--- config.mk ---
export PLATFORM = sky130hd
export DESIGN_NAME = wide_add_sequencer
export DESIGN_NICKNAME = d
export VERILOG_FILES = /design/src/rtl/wide_add_sequencer.sv
export SDC_FILE = /design/constraint.sdc
export NUM_CORES = 1
export LEC_CHECK = 0
export CAP_MARGIN = 25
export CELL_PAD_IN_SITES_DETAIL_PLACEMENT = 2
export CELL_PAD_IN_SITES_GLOBAL_PLACEMENT = 2
export CORE_ASPECT_RATIO = 1.5
export CORE_UTILIZATION = 31
export DETAILED_ROUTE_END_ITERATION = 8
export GPL_TIMING_DRIVEN = 1
export PLACE_DENSITY_LB_ADDON = 0.1
export SLEW_MARGIN = 20
export SYNTH_ARGS = -nofsm -noshare
export SYNTH_HDL_FRONTEND = slang
export SYNTH_HIERARCHICAL = 1
export SYNTH_SLANG_ARGS = --single-unit
--- constraint.sdc ---
create_clock -name clk -period 4.07 [get_ports clk]
set_input_delay 0.6105 -clock clk [delete_from_list [all_inputs] [get_ports clk]]
set_output_delay 0.6105 -clock clk [all_outputs]
set_load 0.01 [all_outputs]
--- src/rtl/wide_add_sequencer.sv ---
// wide_add_sequencer: multi-cycle wide adder that sums two W = N*CHUNKS bit
// operands one N-bit chunk per cycle through a single N-bit ripple-carry stage,
// LSB chunk first, holding the inter-chunk carry in a register.
//
// Ports:
//   clk, rst             clock (rising edge), synchronous active-high reset
//   in_valid/in_ready    operand handshake (in_ready high only in IDLE)
//   in_a, in_b, in_cin   W-bit operands and LSB carry-in
//   out_valid/out_ready  result handshake (out_valid high only in DONE)
//   out_sum, out_cout    registered sum mod 2^W and MSB carry-out
//   busy                 high in RUN or DONE
//
// full_adder: N-bit ripple-carry adder stage (combinational).
//   a, b, cin -> s, cout

module full_adder #(
    parameter int unsigned N = 4
) (
    input  logic [N-1:0] a,
    input  logic [N-1:0] b,
    input  logic         cin,
    output logic [N-1:0] s,
    output logic         cout
);

    // Bit-serial ripple through the chunk
    always_comb begin
        logic c;
        c = cin;
        s = '0;
        for (int i = 0; i < int'(N); i++) begin
            s[i] = a[i] ^ b[i] ^ c;
            c    = (a[i] & b[i]) | (c & (a[i] ^ b[i]));
        end
        cout = c;
    end

endmodule

module wide_add_sequencer #(
    parameter int unsigned N      = 4,
    parameter int unsigned CHUNKS = 4
) (
    input  logic                  clk,
    input  logic                  rst,
    input  logic                  in_valid,
    output logic                  in_ready,
    input  logic [N*CHUNKS-1:0]   in_a,
    input  logic [N*CHUNKS-1:0]   in_b,
    input  logic                  in_cin,
    output logic                  out_valid,
    input  logic                  out_ready,
    output logic [N*CHUNKS-1:0]   out_sum,
    output logic                  out_cout,
    output logic                  busy
);

    localparam int unsigned W     = N * CHUNKS;
    localparam int unsigned IDX_W = (CHUNKS > 1) ? $clog2(CHUNKS) : 1;

    typedef enum logic [1:0] {
        S_IDLE = 2'd0,
        S_RUN  = 2'd1,
        S_DONE = 2'd2
    } state_t;

    state_t           state;
    state_t           state_next;
    logic [W-1:0]     a_reg;
    logic [W-1:0]     b_reg;
    logic [W-1:0]     res_reg;
    logic [W-1:0]     res_next;
    logic             carry_reg;
    logic [IDX_W-1:0] idx;
    logic             last;
    logic [N-1:0]     fa_a;
    logic [N-1:0]     fa_b;
    logic [N-1:0]     fa_s;
    logic             fa_cout;

    // Handshake/status flags decode from state, forced low while reset is asserted
    assign in_ready  = ~rst & (state == S_IDLE);
    assign out_valid = ~rst & (state == S_DONE);
    assign busy      = ~rst & ((state == S_RUN) | (state == S_DONE));

    assign last = (idx == IDX_W'(CHUNKS - 1));

    // Select the current chunk and splice the stage result into the partial sum
    always_comb begin
        fa_a     = a_reg[32'(idx) * N +: N];
        fa_b     = b_reg[32'(idx) * N +: N];
        res_next = res_reg;
        res_next[32'(idx) * N +: N] = fa_s;
    end

    full_adder #(.N(N)) u_stage (
        .a    (fa_a),
        .b    (fa_b),
        .cin  (carry_reg),
        .s    (fa_s),
        .cout (fa_cout)
    );

    // State register
    always_ff @(posedge clk) begin
        if (rst) begin
            state <= S_IDLE;
        end else begin
            state <= state_next;
        end
    end

    // Next-state logic
    always_comb begin
        state_next = state;
        case (state)
            S_IDLE:  if (in_valid)  state_next = S_RUN;
            S_RUN:   if (last)      state_next = S_DONE;
            S_DONE:  if (out_ready) state_next = S_IDLE;
            default:                state_next = S_IDLE;
        endcase
    end

    // Datapath: operand capture, chunk accumulation, result publication
    always_ff @(posedge clk) begin
        if (rst) begin
            a_reg     <= '0;
            b_reg     <= '0;
            res_reg   <= '0;
            carry_reg <= 1'b0;
            idx       <= '0;
            out_sum   <= '0;
            out_cout  <= 1'b0;
        end else begin
            case (state)
                S_IDLE: begin
                    if (in_valid) begin
                        a_reg     <= in_a;
                        b_reg     <= in_b;
                        carry_reg <= in_cin;
                        idx       <= '0;
                    end
                end
                S_RUN: begin
                    res_reg   <= res_next;
                    carry_reg <= fa_cout;
                    if (last) begin
                        idx      <= '0;
                        out_sum  <= res_next;
                        out_cout <= fa_cout;
                    end else begin
                        idx <= idx + IDX_W'(1);
                    end
                end
                default: ;
            endcase
        end
    end

endmodule

==> metrics list <==
* Area of all placed cells without fillers: 4120 um2
- Drt pass-1 iters: 6
- From synthesis to final layout, the design area changed by 29.3%.
* Clock sinks: 70
- Averaged over all synthesized cells, the footprint is 8.68 um2.
* Hold WS: 0.452 ns
- Number of synthesized flops with an enable pin: 0
- Slew margin rel.: 50.2%
- TritonCTS Buffers: 9
- Total count of hold-check failures in the final report: 0
- Using the TritonRoute via totals, the vias-per-cell ratio works out to 5.22.
- The count of buffers added on input and output ports is 56.
- Run status: finished, violations left
- Post-detailed-routing wire length: 9.25 mm
- Timing would allow up to 0.313 GHz.
- In this run the cell area measured after placement is 3800 um2.
- The commonest cells after synthesis are sky130_fd_sc_hd__nand2_1, sky130_fd_sc_hd__dfxtp_1, sky130_fd_sc_hd__a21oi_1.
- Number of global-route vias before repair: 3042
* Crit path max fanout: 8
* Unrepaired setup endpoints after global routing: no
- Number of max-cap violations: 0
- Total Power: 2.08 mW
- After floorplanning, the core was sized to cover 10100 um2.
- Counting I/O delays and the setup requirement, the final critical path takes 3.19 ns.
- For the pin with the worst max-slew slack, the measured transition is 0.746 ns.
- Counting every net in the synthesized netlist gives 417.
* Sw Pwr: 0.610 mW
- For this design, the CTS-stage hold fixing added 0 buffers.
- Worst Path Required: 4.33 ns
* Leakage power figure: 1.54 nW
- Initial Util: 31.6%
- After clock tree synthesis, the clock-pin slew on the worst setup and hold paths is 0.05 ns.
* Clock latency of the later-clocked register in the worst-skew pair: 0.33 ns
- Sequential element share of the synthesized area: 44.0%
* Post-route worst setup slack: 0.876 ns
* Wire length of the first global-routing pass: 15.8 mm
* Sequential share of power: 37.2%
- The number of antenna diodes in the final layout is 0.
- Power share of the clock group: 40.3%
- The congestion estimate from routability-driven global placement came to 0.746.
- Failing checks: design-rule violations
- Share of final-layout standard cells stronger than drive strength 1: 7.21%
* Worst setup path class: reg -> reg
* Post-detailed-placement half-perimeter wirelength: 6.76 mm
- Among all flip-flop cells after synthesis, the most frequent one is sky130_fd_sc_hd__dfxtp_1.
- Entering global routing, the biggest net connects 42 pins.
- The largest total area in the synthesized netlist belongs to sky130_fd_sc_hd__dfxtp_1.
- Share of the cycle needed by the critical path after routing: 78.5%
- Power density cells: 504 nW/um2
* Arrival @ worst endpoint: 3.45 ns
* DIE AREA: 10700 um2
- The root buffer cell chosen for the clock tree is sky130_fd_sc_hd__clkbuf_16.
- Antenna violations before repair: 0
- Initial detailed-routing violation count: 96
* Type of element launching the critical path: flip-flop
- Cell row count: 45
* Most frequent cell after synthesis: sky130_fd_sc_hd__nand2_1
* CTS tree: built
* WHS Path Cells: 2
- Number of buffers added for setup after CTS: 0
- After technology mapping, the gate count stands at 367.
- Register bit total from synthesis: 70
* Overall global routing resource usage: 19.2%
* NumNets Final: 461
* Avg WL per Cell: 17.4 um
- Combinational logic is responsible for 22.5% of the overall power.
- Share of Yosys cell area claimed by the top area cell type: 44.0%
- STA classifies the critical path endpoint as a flip-flop.
* Post_cts resized: 0
- Horizontal die dimension: 84.8 um
- Final Slew Violations: 0
* Overflow after GRT: 0
- Synth unique cells: 30
- YS warnings: 6
- The number of cells on the worst reg-to-reg path is 11.
* Post-route non-filler standard cell count: 533
* Die Y-Extent: 126 um
- Overall via count from detail_route: 2780
- Number of failing setup endpoints in the final timing report: 0
- During I/O placement, the number of pins put on the boundary was 57.
- IR analysis of the VDD net gives a maximum drop of 0.000270 V.
* Residual DRC: 1
- For the final routed database, the setup TNS stands at 0 ns.
- Cell internal pwr: 1.47 mW
- The detail route stage leaves a number of antenna-violating nets equal to 0.
- Worst min-delay path class: reg -> reg
- For the final database, setup skew stands at 0.00545 ns.
- Setup slack after placement: 0.918 ns
* Async set-reset flop share out of synthesis: 0%
- In the post-synthesis netlist, the biggest area contributors are sky130_fd_sc_hd__dfxtp_1, sky130_fd_sc_hd__nand2_1, sky130_fd_sc_hd__a21oi_1, sky130_fd_sc_hd__mux4_2, sky130_fd_sc_hd__nor2_1.
- In this run the number of H-tree levels came out at 3.
* Post-route core utilization: 40.9%
- In this run the deepest clock path goes through 2 buffers.
* Post-synthesis instance area: 3190 um2
* Sw frac: 29.4%
- DP Cell Count: 517
-- power groups by stage --
stage / registers [mW] / clock network (mW) / logic [mW]
finish: 0.772 / 0.837 / 0.468
floorplan: 0.774 / 0 / 0.314
global placement: 0.785 / 0 / 0.454
CTS: 0.774 / 0.855 / 0.481
detailed placement: 0.788 / 0 / 0.477
global route: 0.779 / 0.883 / 0.525
-- layer usage --
| layer | routed length, um | vias to the layer above | global-route usage (%) |
|---|---|---|---|
| met1 | 3490 | 1367 | 19.9 |
| met3 | 177 | 16 | 2.69 |
| met4 | 224 | 0 | 9.17 |
| met2 | 5360 | 48 | 37.3 |
| met5 | 0 | - | 0 |
| li1 | - | 1349 | - |
-- layout by cell type, fill, tap and decap left out, drive strengths merged, types with 9 or more instances in the layout --
cell           count
nand2             76
nor3              16
dfxtp             70
ha                 9
inv               16
a21oi             37
a311oi            13
nor2b             16
nor2              35
a32oi             12
clkbuf            12
clkdlybuf4s50     55
-- cell families (layout without fill, tap and decap cells) --
logic type	Yosys count	in the layout	share of synthesized area, %
adder cells (fa/ha/maj)	13	13	6.05
flip-flops	70	70	44.0
buffers and inverters	44	93	5.97
multiplexers	10	10	6.44
AO/OA/AOI/OAI	72	72	15.2
AND/OR/NAND/NOR	158	158	22.3
-- area by class of cell --
| cell class | instances | area [um2] |
|---|---|---|
| well taps | 117 | 146 |
| clock buffers | 12 | 246 |
| multi-input cells | 253 | 1600 |
| repair buffers | 61 | 601 |
| clock inverters | 4 | 70.1 |
| flip-flops and latches | 70 | 1400 |
| fillers | 1122 | 5960 |
| inverters | 16 | 60.1 |
-- worst paths after layout --
path	slack (ns)	end	from
worst max-delay path	0.88	out_sum[7]	idx[0]
worst min-delay path	0.45	res_reg[11]	res_reg[11]
worst max register to register	0.88	out_sum[7]	idx[0]
worst min register to register	0.45	res_reg[11]	res_reg[11]
-- worst max-delay path, stage by stage (launching register included) --
cell and delay, ns:
sky130_fd_sc_hd__dfxtp_1 0.41, sky130_fd_sc_hd__mux4_2 0.55, sky130_fd_sc_hd__fa_1 0.44, sky130_fd_sc_hd__inv_1 0.08, sky130_fd_sc_hd__fa_1 0.16, sky130_fd_sc_hd__inv_1 0.06
sky130_fd_sc_hd__fa_1 0.35, sky130_fd_sc_hd__inv_1 0.07, sky130_fd_sc_hd__fa_1 0.40, sky130_fd_sc_hd__inv_1 0.24, sky130_fd_sc_hd__a311oi_1 0.16, sky130_fd_sc_hd__nor3_1 0.20
(Power assumes the default switching activity.)
